File: src/rtl/mem_arbiter.sv
// -----------------------------------------------------------------------------
// mem_arbiter
//
// Shares one memory request port between an instruction-fetch requester (imem)
// and a load/store requester (dmem).
//
// Grant policy (combinational, decided in the request cycle):
//   - Nothing is granted while the memory is not ready.
//   - dmem normally wins.
//   - imem wins once dmem has been granted STARVE_LIMIT times in a row while
//     imem was waiting.
//   - Reads need a free tracking slot. A dmem write never needs one.
//
// Each accepted read pushes the requester ID into an in-order FIFO. Each memory
// response pops the head ID and is steered back to that requester in the same
// cycle. A response that arrives while no read is tracked is dropped. It also
// sets a sticky error flag.
//
// Ports
//   i_clk, i_rst                     clock, asynchronous active-high reset
//   i_imem_ren, i_imem_addr          fetch read request
//   o_imem_ready                     fetch request accepted this cycle
//   o_imem_valid, o_imem_rdata       fetch data return
//   i_dmem_ren, i_dmem_wen           data read / write request (write wins)
//   i_dmem_addr, i_dmem_wdata        data address / write data
//   i_dmem_mask                      byte mask
//   o_dmem_ready                     data request accepted this cycle
//   o_dmem_valid, o_dmem_rdata       load data return
//   o_mem_addr/ren/wen/wdata/mask    shared memory request
//   i_mem_ready                      memory can accept a request
//   i_mem_valid, i_mem_rdata         memory read data return
//   o_outstanding                    reads in flight
//   o_err                            sticky: response with no read outstanding
// -----------------------------------------------------------------------------
module mem_arbiter #(
   parameter int DEPTH        = 4,
   parameter int STARVE_LIMIT = 2
) (
   input  logic                       i_clk,
   input  logic                       i_rst,
   input  logic                       i_imem_ren,
   input  logic [31:0]                i_imem_addr,
   output logic                       o_imem_ready,
   output logic                       o_imem_valid,
   output logic [31:0]                o_imem_rdata,
   input  logic                       i_dmem_ren,
   input  logic                       i_dmem_wen,
   input  logic [31:0]                i_dmem_addr,
   input  logic [31:0]                i_dmem_wdata,
   input  logic [3:0]                 i_dmem_mask,
   output logic                       o_dmem_ready,
   output logic                       o_dmem_valid,
   output logic [31:0]                o_dmem_rdata,
   output logic [31:0]                o_mem_addr,
   output logic                       o_mem_ren,
   output logic                       o_mem_wen,
   output logic [31:0]                o_mem_wdata,
   output logic [3:0]                 o_mem_mask,
   input  logic                       i_mem_ready,
   input  logic                       i_mem_valid,
   input  logic [31:0]                i_mem_rdata,
   output logic [$clog2(DEPTH):0]     o_outstanding,
   output logic                       o_err
);

   localparam int AW = $clog2(DEPTH);
   localparam int CW = AW + 1;
   localparam int SW = (STARVE_LIMIT < 2) ? 1 : $clog2(STARVE_LIMIT + 1);

   localparam logic [CW-1:0] DEPTH_C  = CW'(DEPTH);
   localparam logic [SW-1:0] STARVE_C = SW'(STARVE_LIMIT);
   localparam logic          ID_IMEM  = 1'b0;
   localparam logic          ID_DMEM  = 1'b1;

   // Saturating increment of the starve counter.
   function automatic logic [SW-1:0] starve_inc(input logic [SW-1:0] cur);
      logic [SW-1:0] nxt;
      if (cur >= STARVE_C) begin
         nxt = STARVE_C;
      end else begin
         nxt = cur + SW'(1'b1);
      end
      return nxt;
   endfunction

   // Tracking state
   logic [CW-1:0]    count_r;
   logic [AW-1:0]    wr_ptr_r;
   logic [AW-1:0]    rd_ptr_r;
   logic [DEPTH-1:0] id_fifo_r;
   logic [SW-1:0]    starve_r;
   logic             err_r;

   // Decision signals
   logic dmem_is_wr_s;
   logic dmem_is_rd_s;
   logic pop_s;
   logic stray_s;
   logic room_s;
   logic imem_elig_s;
   logic dmem_elig_s;
   logic imem_force_s;
   logic gnt_imem_s;
   logic gnt_dmem_s;
   logic push_s;
   logic head_id_s;

   // Classify the dmem request and the response, then pick the winner.
   always_comb begin
      dmem_is_wr_s = i_dmem_wen;
      dmem_is_rd_s = i_dmem_ren & ~i_dmem_wen;
      head_id_s    = id_fifo_r[rd_ptr_r];
      pop_s        = i_mem_valid & (count_r != {CW{1'b0}});
      stray_s      = i_mem_valid & (count_r == {CW{1'b0}});
      // A pop in this cycle frees a slot for a read accepted in this cycle.
      room_s       = (count_r < DEPTH_C) | pop_s;
      imem_elig_s  = i_mem_ready & i_imem_ren & room_s;
      dmem_elig_s  = i_mem_ready & (dmem_is_wr_s | (dmem_is_rd_s & room_s));
      imem_force_s = (starve_r == STARVE_C) & i_imem_ren;
      if (imem_elig_s && (imem_force_s || !dmem_elig_s)) begin
         gnt_imem_s = 1'b1;
         gnt_dmem_s = 1'b0;
      end else if (dmem_elig_s) begin
         gnt_imem_s = 1'b0;
         gnt_dmem_s = 1'b1;
      end else begin
         gnt_imem_s = 1'b0;
         gnt_dmem_s = 1'b0;
      end
      push_s = gnt_imem_s | (gnt_dmem_s & dmem_is_rd_s);
   end

   // Drive the grant, memory request and response ports. Everything is forced
   // to zero while reset is held, so the ports go quiet as soon as reset rises.
   always_comb begin
      o_imem_ready = 1'b0;
      o_dmem_ready = 1'b0;
      o_mem_ren    = 1'b0;
      o_mem_wen    = 1'b0;
      o_mem_addr   = 32'h0000_0000;
      o_mem_wdata  = 32'h0000_0000;
      o_mem_mask   = 4'b0000;
      o_imem_valid = 1'b0;
      o_imem_rdata = 32'h0000_0000;
      o_dmem_valid = 1'b0;
      o_dmem_rdata = 32'h0000_0000;
      if (i_rst) begin
         o_imem_ready = 1'b0;
      end else begin
         if (gnt_imem_s) begin
            o_imem_ready = 1'b1;
            o_mem_ren    = 1'b1;
            o_mem_addr   = i_imem_addr;
            o_mem_mask   = 4'b1111;
         end else if (gnt_dmem_s) begin
            o_dmem_ready = 1'b1;
            o_mem_ren    = dmem_is_rd_s;
            o_mem_wen    = dmem_is_wr_s;
            o_mem_addr   = i_dmem_addr;
            o_mem_wdata  = i_dmem_wdata;
            o_mem_mask   = i_dmem_mask;
         end else begin
            o_mem_ren    = 1'b0;
         end
         if (pop_s) begin
            case (head_id_s)
               ID_IMEM: begin
                  o_imem_valid = 1'b1;
                  o_imem_rdata = i_mem_rdata;
               end
               ID_DMEM: begin
                  o_dmem_valid = 1'b1;
                  o_dmem_rdata = i_mem_rdata;
               end
               default: begin
                  o_imem_valid = 1'b0;
                  o_dmem_valid = 1'b0;
               end
            endcase
         end else begin
            o_imem_valid = 1'b0;
         end
      end
   end

   // In-order requester-ID FIFO and occupancy count.
   always_ff @(posedge i_clk or posedge i_rst) begin
      if (i_rst) begin
         count_r   <= {CW{1'b0}};
         wr_ptr_r  <= {AW{1'b0}};
         rd_ptr_r  <= {AW{1'b0}};
         id_fifo_r <= {DEPTH{1'b0}};
      end else begin
         if (push_s) begin
            id_fifo_r[wr_ptr_r] <= gnt_dmem_s ? ID_DMEM : ID_IMEM;
            wr_ptr_r            <= wr_ptr_r + AW'(1'b1);
         end else begin
            wr_ptr_r            <= wr_ptr_r;
         end
         if (pop_s) begin
            rd_ptr_r <= rd_ptr_r + AW'(1'b1);
         end else begin
            rd_ptr_r <= rd_ptr_r;
         end
         case ({push_s, pop_s})
            2'b10:   count_r <= count_r + CW'(1'b1);
            2'b01:   count_r <= count_r - CW'(1'b1);
            default: count_r <= count_r;
         endcase
      end
   end

   // Starve counter: counts dmem wins while imem is waiting.
   always_ff @(posedge i_clk or posedge i_rst) begin
      if (i_rst) begin
         starve_r <= {SW{1'b0}};
      end else if (gnt_imem_s || !i_imem_ren) begin
         starve_r <= {SW{1'b0}};
      end else if (gnt_dmem_s) begin
         starve_r <= starve_inc(starve_r);
      end else begin
         starve_r <= starve_r;
      end
   end

   // Sticky error for a response that arrives with nothing outstanding.
   always_ff @(posedge i_clk or posedge i_rst) begin
      if (i_rst) begin
         err_r <= 1'b0;
      end else if (stray_s) begin
         err_r <= 1'b1;
      end else begin
         err_r <= err_r;
      end
   end

   assign o_outstanding = count_r;
   assign o_err         = err_r;

endmodule

File: config.mk
export PLATFORM = sky130hd
export DESIGN_NAME = mem_arbiter
export DESIGN_NICKNAME = d
export VERILOG_FILES = /design/src/rtl/mem_arbiter.sv
export SDC_FILE = /design/constraint.sdc
export NUM_CORES = 1
export LEC_CHECK = 0
export BUFFER_PORTS_ARGS = -buffer_cell sky130_fd_sc_hd__buf_4
export CAP_MARGIN = 40
export CORE_AREA = 2 2 108 110
export CTS_BUF_LIST = sky130_fd_sc_hd__clkbuf_16
export CTS_CLUSTER_DIAMETER = 100
export DETAILED_ROUTE_END_ITERATION = 10
export DIE_AREA = 0 0 110 112
export SLEW_MARGIN = 5
export SYNTH_ARGS = -nofsm -noshare
export SYNTH_HDL_FRONTEND = slang
export SYNTH_SLANG_ARGS = --single-unit
File: constraint.sdc
create_clock -name i_clk -period 1.9 [get_ports i_clk]
set_input_delay 0.19 -clock i_clk [delete_from_list [all_inputs] [get_ports i_clk]]
set_output_delay 0.19 -clock i_clk [all_outputs]
set_load 0.1 [all_outputs]
Word-level counts from Yosys, hierarchy flattened
Index checks and enable logic that the tools add are counted.
{ "word_totals": {"mem_bits_ro": 0, "memories": 0, "ff_bits": 14, "latchBits": 0, "ramBits": 0, "word_cells": 86, "out_inout_bits": 142, "inputBits": 139} }
{ "op_classes": {"n_mul": 0, "bitwise": 13, "order_cmp": 5, "reduce_logical": 10, "n_eq_ne": 3, "shift": 0, "div_mod_pow": 0, "n_mux": 44, "addsub": 5} }
{ "ops": {"columns": ["cell", "n"], "rows": [
  ["32-bit 2-to-1 mux", 12],
  ["1-bit 2-to-1 mux", 22],
  ["4-bit 2-to-1 mux", 3],
  ["1-bit AND", 9],
  ["2-bit by 1-bit adder with 2-bit output (second input constant)", 3],
  ["2-bit by 3-bit < comparator with 1-bit output (second input constant)", 2],
  ["2-bit 2-to-1 mux", 3],
  ["3-bit one-hot mux with 2 select lines", 1],
  ["4-bit bitwise mux", 1],
  ["2-bit equality test (second input constant)", 2],
  ["2-bit nonzero test", 2],
  ["3-bit by 1-bit adder with 3-bit output (second input constant)", 1],
  ["3-bit zero test", 1],
  ["3-bit < comparator (second input constant)", 1],
  ["1-bit bitwise OR", 3],
  ["3-bit nonzero test", 1],
  ["3-bit by 1-bit subtractor with 3-bit output (second input constant)", 1],
  ["1-bit binary-select mux with 2-bit select", 1],
  ["1-bit demux with 2-bit select", 1],
  ["2-bit by 1-bit equality test with 1-bit output (second input constant)", 1],
  ["2-bit by 1-bit >= comparator with 1-bit output (second input constant)", 1],
  ["2-bit >= comparator (second input constant)", 1],
  ["1-bit logical AND", 2],
  ["1-bit zero test", 2],
  ["2 further kinds", 3]
]} }

Logic depth before layout (Yosys ltp)
Gate-level depths: netlist of the first run.
{ "depth": {"depth_word": 14, "ltp_mapped": 10, "depth_no_buf": 9} }

Worst setup path before layout of the first run
OpenSTA, ideal clock, no wires.
{ "synth_timing": {"path_type": "register to output", "start": "register count_r[2], in the netlist o_outstanding[2]", "end": "output port o_mem_wen", "path_slack_ps": -2213, "stages_incl_launch_ff": 6, "t_required_ps": 1710, "path_buffers": 2, "arrival_time_ps": 3923, "path_cell_list": "dfrtp_1 nor2b_1 or3_1 buf_2 buf_2 nor3b_1"} }
{ "synth_between": {"elab_chain_cells": 13, "word_cells_on_any_way": 17, "classes_between": "1 x order compare; 6 x mux; 6 x bitwise; 4 x reduce/logical"} }
{ "synth_lines": {"columns": ["item", "line_no", "rtl"], "rows": [
  ["start, declared", "87", "logic [CW-1:0] count_r;"],
  ["start signal, assigned", "189", "count_r <= {CW{1'b0}};"],
  ["start signal, assigned", "206", "2'b10: count_r <= count_r + CW'(1'b1);"],
  ["start signal, assigned", "207", "2'b01: count_r <= count_r - CW'(1'b1);"],
  ["branches (longest 2 deep; another with 3-bit < comparator)", null, null],
  ["1-bit bitwise OR (*)", "116", "room_s = (count_r < DEPTH_C) | pop_s;"],
  ["1-bit AND", "118", "dmem_elig_s = i_mem_ready & (dmem_is_wr_s | (dmem_is_rd_s & room_s));"],
  ["1-bit bitwise OR", "118", null],
  ["1-bit AND", "118", null],
  ["1-bit zero test", "120", "if (imem_elig_s && (imem_force_s || !dmem_elig_s)) begin"],
  ["1-bit logical OR", "120", null],
  ["1-bit logical AND", "120", null],
  ["1-bit 2-to-1 mux", "120", null],
  ["1-bit 2-to-1 mux", "155", "end else if (gnt_dmem_s) begin"],
  ["1-bit 2-to-1 mux (*)", "150", "if (gnt_imem_s) begin"],
  ["1-bit 2-to-1 mux (*)", "147", "if (i_rst) begin"],
  ["end, declared", "56", "output logic o_mem_wen,"]
]} }
Mark *: on every way between the ends.

Final worst setup path of the first run
{ "layout_timing": {"start": "register count_r[2], in the netlist o_outstanding[2]", "end": "output port o_mem_addr[0]"} }
{ "layout_between": {"elab_chain_cells": 13, "word_cells_on_any_way": 17, "classes_between": "1 x order compare; 6 x mux; 6 x bitwise; 4 x reduce/logical"} }
{ "layout_lines": {"columns": ["item", "line_no", "rtl"], "rows": [
  ["branches (longest 2 deep; another with 3-bit < comparator)", null, null],
  ["1-bit bitwise OR (*)", "116", null],
  ["1-bit AND", "118", null],
  ["1-bit bitwise OR", "118", null],
  ["1-bit AND", "118", null],
  ["1-bit zero test", "120", null],
  ["1-bit logical OR", "120", null],
  ["1-bit logical AND", "120", null],
  ["1-bit 2-to-1 mux", "120", null],
  ["32-bit 2-to-1 mux", "155", null],
  ["32-bit 2-to-1 mux (*)", "150", null],
  ["32-bit 2-to-1 mux (*)", "147", null],
  ["end, declared", "54", "output logic [31:0] o_mem_addr,"]
]} }
Marks and branches as above.

==> results of run 1 <==
## cells in the mapped netlist (all sizes together), types with 2 or more instances
cell and instances:
a21oi 12, buf 13, clkbuf 20, dfrtp 14, and2 34, nor2b 2
ha 5, nor2 73, xnor2 4, nand2b 2, nor3 2, and3 33
a32oi 32, nand2 38, xor2 2, inv 7
## stage by stage
stage	power, W	setup TNS (ns)	worst slack [ns]	utilization	cells
6_report	0.00953	-32.76	-0.310	0.756	784
5_1_grt	0.00981	-37.86	-0.357	0.756	784
4_1_cts	0.00765	-30.81	-0.308	0.652	764
3_5_place_dp	0.00633	-11.39	-0.183	0.464	733
3_3_place_gp	0.00625	-26.42	-0.343	0.462	732
2_1_floorplan	0.00502	-33.86	-0.444	-	310
## area by class of cell
class / instances / area [um2] / share of cell area
repair buffers: 354 / 4840 / 0.573
multi-input cells: 262 / 2960 / 0.351
flip-flops and latches: 14 / 363 / 0.0430
well taps: 143 / 179 / 0.0212
clock buffers: 3 / 75.1 / 0.00889
inverters: 7 / 26.3 / 0.00311
clock inverters: 1 / 3.75 / 0.000444
## power groups by stage
| stage | clock, W | combinational, W | sequential, W |
|---|---|---|---|
| after floorplan | 0 | 0.00413 | 0.000887 |
| after global placement | 0 | 0.00570 | 0.000555 |
| after detailed placement | 0 | 0.00577 | 0.000567 |
| after CTS | 0.000412 | 0.00668 | 0.000566 |
| after global routing | 0.000422 | 0.00878 | 0.000609 |
| final | 0.000407 | 0.00853 | 0.000589 |
## metal layers
layer  part of all wire  up-vias
met2               0.50      192
li1                   -     1763
met1               0.36     1900
met4              0.043        0
met5                  0        -
met3              0.089       52
## worst paths after layout
check,from,end,cells past startpoint
hold reg to reg,o_err,o_err,1
setup reg to reg,o_outstanding[2],o_outstanding[2],9
max in group asynchronous,i_rst,o_outstanding[2],4
hold / removal,i_imem_ren,starve_r[1],2
min in group asynchronous,i_rst,wr_ptr_r[0],4
setup / recovery,o_outstanding[2],o_mem_addr[0],6
## kinds of logic after synthesis
group / after synthesis / synth area share
adders and majority gates: 6 / 0.0408
buffers and inverters: 40 / 0.0915
and+or+nand+nor: 190 / 0.454
xor gates and xnor gates: 6 / 0.0260
DFF: 14 / 0.173
AOI/OAI and AO/OA: 51 / 0.193
muxes: 3 / 0.0216
## repair_timing
| action | 4_1_cts | 5_1_grt |
|---|---|---|
| gates cloned | 11 | 10 |
| hold buffers | 0 | 0 |
| pin swaps | 22 | 56 |
| setup buffers | 17 | 11 |
| setup endpoints to repair | 140 | 140 |
| hold endpoints to repair | 0 | 0 |
| gates resized for setup | 346 | 198 |
## state kept, by name, summed over array words and instances, names as in the netlist
register,cells
id_fifo_r,4
rd_ptr_r,2
o_outstanding,3
o_err,1
wr_ptr_r,2
starve_r,2
==> flow_metrics.tcl, run 1 <==
set metrics [dict create \
    route.detailed.vias_per_inst 4.98 \
    async_flop_share 1.00 \
    clock_tree.htree_level_count 1 \
    fill_cells 632 \
    layout.cells.most_common_list "buf_4 (171), buf_12 (141), nor2_4 (71)" \
    cts.path.max_buffers 2 \
    synth_fp_nets 455 \
    buffer_and_inverter_count_on_the_worst_path 2 \
    finalMaxSlewViolations 0 \
    sw_frac 0.557 \
    timing.final.crit_share 1.16 \
    grt_first_pass_wirelength_mm 22.2 \
    postSynthRegisterBits 14 \
    outcome "finished with violations" \
    finish.net_count 787 \
    arrival_ns 2.02 \
    power.net_switching_w 0.00530 \
    cts_tree "yes" \
    detailedPlacementHpwl_mm 9.64 \
    synth_flop_cell "dfrtp_1" \
    worst_tran_pin_value_ns 0.479 \
    first_iter_violations 187 \
    seq_power_share 0.062 \
    failed_checks "negative setup slack" \
    ant_nets 0 \
    synthTopCellsByArea "dfrtp_1 (17%), a32oi_1 (14%), nor2_1 (14%)" \
    use_met3 0.0767 \
    placedInstanceArea_um2 5180 \
    clock-sinks 14 \
    worst_slew_margin_rel 0.681 \
    gr-usage-all-layers 0.237 \
    power.share.clock 0.043 \
    synthToLayoutAreaGrowth_pct 317 \
    core_region_area_um2 11200 \
    synth_enable_flop_cells 0 \
    final-setup-viol-count 140 \
    cp-start-kind "flop" \
    grt.met1_usage 0.275 \
    register_to_register_setup_slack_ns -0.16 \
    rsz0062_at_grt "true" \
    drt_pre_antenna_iters 4 \
    ir_worst_vdd_uv 1130 \
    ratio_of_cells_with_drive_above_1_in_the_final_layout 0.864 \
    chipHeight_um 112 \
    critical_path_class "flop to output port" \
    initial_core_util 0.181 \
    post_drt_wl_per_cell_um 23.1 \
    dr_total_vias 3907 \
    grt_antenna_before_repair 0 \
    powerDensity_nw_per_um2 1130 \
    grt_pass1_vias 3832 \
    maxCapViolations 0 \
    syn_inst 310 \
    worst_path_cell_trace "nor2b_4 > or3_4 > buf_16 > a32oi_2 > nor2_4 > buf_12" \
    post-route-cell-area_um2 8450 \
    comb_power_share 0.895 \
    min_path_type "input pin to flop" \
    slowest_delay_ns 0.47 \
    post-route-drc-count 0 \
    power.leakage_nw 3.37 \
    antenna-diode-count 0 \
    synthDominantAreaCellType "dfrtp_1" \
    fmax_mhz 452 \
    placement.io_buffers 280 \
    synth_sequential_area_ratio 0.173 \
    clock_latency_ns 0.24 \
    crit_required_ns 1.71 \
    cpMaxStageDelayCell "dfrtp_4" \
    yosys_warnings 0 \
    gp_congestion 0.915 \
    die_w_um 110 \
    whs_ns 0.218 \
    die_area_um2 12300 \
    area_fraction_of_the_dominant_cell_type_after_synthesis 0.173 \
    cts_root_buf "clkbuf_16" \
    ys_types 35 \
    setup_ws_ns -0.310 \
    synth.cell_area_um2 2020 \
    power.internal_w 0.00422 \
    number_of_buffers_created_by_cts 3 \
    critical_path.max_fanout 17 \
    ios 281 \
    critical-path-top-delay-family "simple AND/OR/NAND/NOR gates" \
    hold_viol 0 \
    gr-max-usage-layer "met2" \
    grt_max_degree 43 \
    overflow 0 \
    cts.clk_slew.worst_paths_ns 0.05 \
    grtUsageMet2 0.409 \
    finClkSkew_ns 0.00183 \
    most_common_library_cell_in_the_layout_ignoring_fill_and_taps "buf_4" \
    worstSetupEndpointType "output port" \
    synth_area_per_cell_um2 6.53 \
    minimum_period_implied_by_the_final_worst_setup_slack_ns 2.21 \
    detail_route.wirelength_mm 18.1 \
    num_rows 39 \
]
No activity file was read; power rests on OpenSTA's default activity.
==> run 2, diff against run 1 <==
--- a/config.mk
+++ b/config.mk
@@ -7,11 +7,12 @@
 export LEC_CHECK = 0
 export BUFFER_PORTS_ARGS = -buffer_cell sky130_fd_sc_hd__buf_4
 export CAP_MARGIN = 40
-export CORE_AREA = 2 2 108 110
-export CTS_BUF_LIST = sky130_fd_sc_hd__clkbuf_16
+export CORE_AREA = 2 2 109 111
+export CTS_BUF_LIST = sky130_fd_sc_hd__clkbuf_4
 export CTS_CLUSTER_DIAMETER = 100
 export DETAILED_ROUTE_END_ITERATION = 10
-export DIE_AREA = 0 0 110 112
+export DIE_AREA = 0 0 111 113
+export REMOVE_ABC_BUFFERS = 1
 export SLEW_MARGIN = 5
 export SYNTH_ARGS = -nofsm -noshare
 export SYNTH_HDL_FRONTEND = slang
==> flow_metrics.tcl, run 2 (synthesis gave the netlist of run 1 again) <==
set metrics [dict create \
    outcome "finished with violations" \
    failed_checks "negative setup slack" \
    grt_pass1_vias 3408 \
    setup_ws_ns -0.274 \
    most_common_library_cell_in_the_layout_ignoring_fill_and_taps "buf_4" \
    cp-startpoint "o_outstanding[2]" \
    route.detailed.vias_per_inst 5.01 \
    slowest_delay_ns 0.40 \
    number_of_buffers_created_by_cts 3 \
    comb_power_share 0.918 \
    setup_tns_final_ns -29.93 \
    ratio_of_cells_with_drive_above_1_in_the_final_layout 0.792 \
    crit_required_ns 1.71 \
    post_drt_wl_per_cell_um 21.0 \
    cp-start-kind "flop" \
    grt_antenna_before_repair 0 \
    post-layout-total-power_w 0.00861 \
    power.share.clock 0.019 \
    largest_register_ffs 4 \
    core_region_area_um2 11300 \
    rsz0062_at_grt "true" \
    reg2reg_from "o_outstanding[2]" \
    cts_tree "yes" \
    detailedPlacementHpwl_mm 8.32 \
    post-route-cell-area_um2 7290 \
    ir_worst_vdd_uv 1470 \
    detail_route.wirelength_mm 16.2 \
    final-setup-viol-count 140 \
    first_iter_violations 248 \
    critical_path_class "flop to output port" \
    clock_tree.htree_level_count 1 \
    worstSetupEndpointType "output port" \
    powerDensity_nw_per_um2 1180 \
    worst-r2r-cell-count 12 \
    timing.final.crit_share 1.14 \
    placedInstanceArea_um2 4420 \
    drt_pre_antenna_iters 4 \
    power.net_switching_w 0.00507 \
    antenna-diode-count 0 \
    initial_core_util 0.180 \
    cts_root_buf "clkbuf_4" \
    post-route-drc-count 0 \
    layout.cells.most_common_list "buf_4 (164), buf_12 (96), buf_6 (55)" \
    cpMaxStageDelayCell "or3_4" \
    cts.clk_slew.worst_paths_ns 0.08 \
    die_w_um 111 \
    minimum_period_implied_by_the_final_worst_setup_slack_ns 2.17 \
    grt_first_pass_wirelength_mm 19.5 \
    critical_path.max_fanout 9 \
    worst_path_cell_trace "nor2b_4 > or3_4 > buf_12 > buf_8 > a32oi_2 > nor2_1 > buf_6" \
    regMostFlops "id_fifo_r" \
    finClkSkew_ns 0.00312 \
    finalMaxSlewViolations 0 \
    placement.io_buffers 280 \
    chipHeight_um 113 \
    gr-usage-all-layers 0.189 \
    min_path_type "input pin to flop" \
    worst_slew_margin_rel 0.791 \
    synthToLayoutAreaGrowth_pct 260 \
    finish.net_count 776 \
    dr_total_vias 3864 \
    launch_point_of_the_worst_hold_path "i_imem_ren" \
    die_area_um2 12500 \
    power.leakage_nw 3.23 \
    arrival_ns 1.98 \
    overflow 0 \
    clock_latency_ns 0.27 \
    ios 281 \
    fmax_mhz 460 \
    num_rows 39 \
    sw_frac 0.589 \
    seq_power_share 0.063 \
    hold_viol 0 \
    worst_tran_pin_value_ns 0.311 \
    hold_buffers 0 \
    power.internal_w 0.00354 \
    cts.path.max_buffers 2 \
    ant_nets 0 \
    clock-sinks 14 \
    grt_max_degree 47 \
    maxCapViolations 0 \
    min_delay_path_depth 2 \
    gp_congestion 0.948 \
]
==> run 2: cell types whose count changed in the layout (fill, tap and decap cells not counted), sizes merged <==
cell and delta:
buf -16, clkbuf +5, bufbuf +2, clkinv -1, mux4 -1, nor2 -1
==> run 2: final cells by class <==
class                   count  area, um2
flip-flops and latches     14        350
clock buffers               3       22.5
well taps                 143        179
multi-input cells         260       2300
inverters                   7       26.3
repair buffers            345       4420
fillers                   816       3980
==> run 2: worst paths after layout <==
path	end	slack, ns
worst max register to register	o_outstanding[2]	-0.13
worst min-delay path	starve_r[1]	0.18
worst max-delay path	o_mem_addr[18]	-0.27
max in group asynchronous	rd_ptr_r[1]	1.47
min in group asynchronous	starve_r[0]	0.25
worst min register to register	o_err	0.47
==> run 2: per-stage QoR <==
stage               setup WS (ns)  std cells  hold WS (ns)  utilization
floorplan                   -3.05        277        0.0928            -
global placement          -0.0776        726         0.384        0.392
detailed placement         -0.125        726         0.387        0.392
CTS                        -0.258        749         0.178        0.527
global route               -0.358        772         0.203        0.647
finish                     -0.274        772         0.182        0.647
==> run 2: worst max-delay path, delay by kind of cell (launching register included) <==
family                 cells  cell delay (ns)
AO/OA/AOI/OAI              1             0.21
buffers and inverters      3             0.50
flip-flops                 1             0.39
AND/OR/NAND/NOR            3             0.61
==> run 2: power groups by stage <==
stage                     combinational [W]  sequential, W  clock, W
after floorplan                     0.00324       0.000860         0
final                               0.00790       0.000543  0.000165
after CTS                           0.00636       0.000537  0.000172
after detailed placement            0.00490       0.000541         0
after global placement              0.00485       0.000535         0
after global routing                0.00813       0.000565  0.000180
==> run 2: timing repair <==
action                     in CTS  in global routing
resized for setup             311                230
cloned                          9                 18
pin swaps                      31                 60
setup buffers                  11                  9
setup endpoints to repair     140                140
==> run 2: metal layers <==
metal  vias up  wire (um)  track usage
li1       1717          -            -
met1      1886       6290        0.238
met2       217       8610        0.352
met3        44        758       0.0230
met4         0        518       0.0275
met5         -          0            0
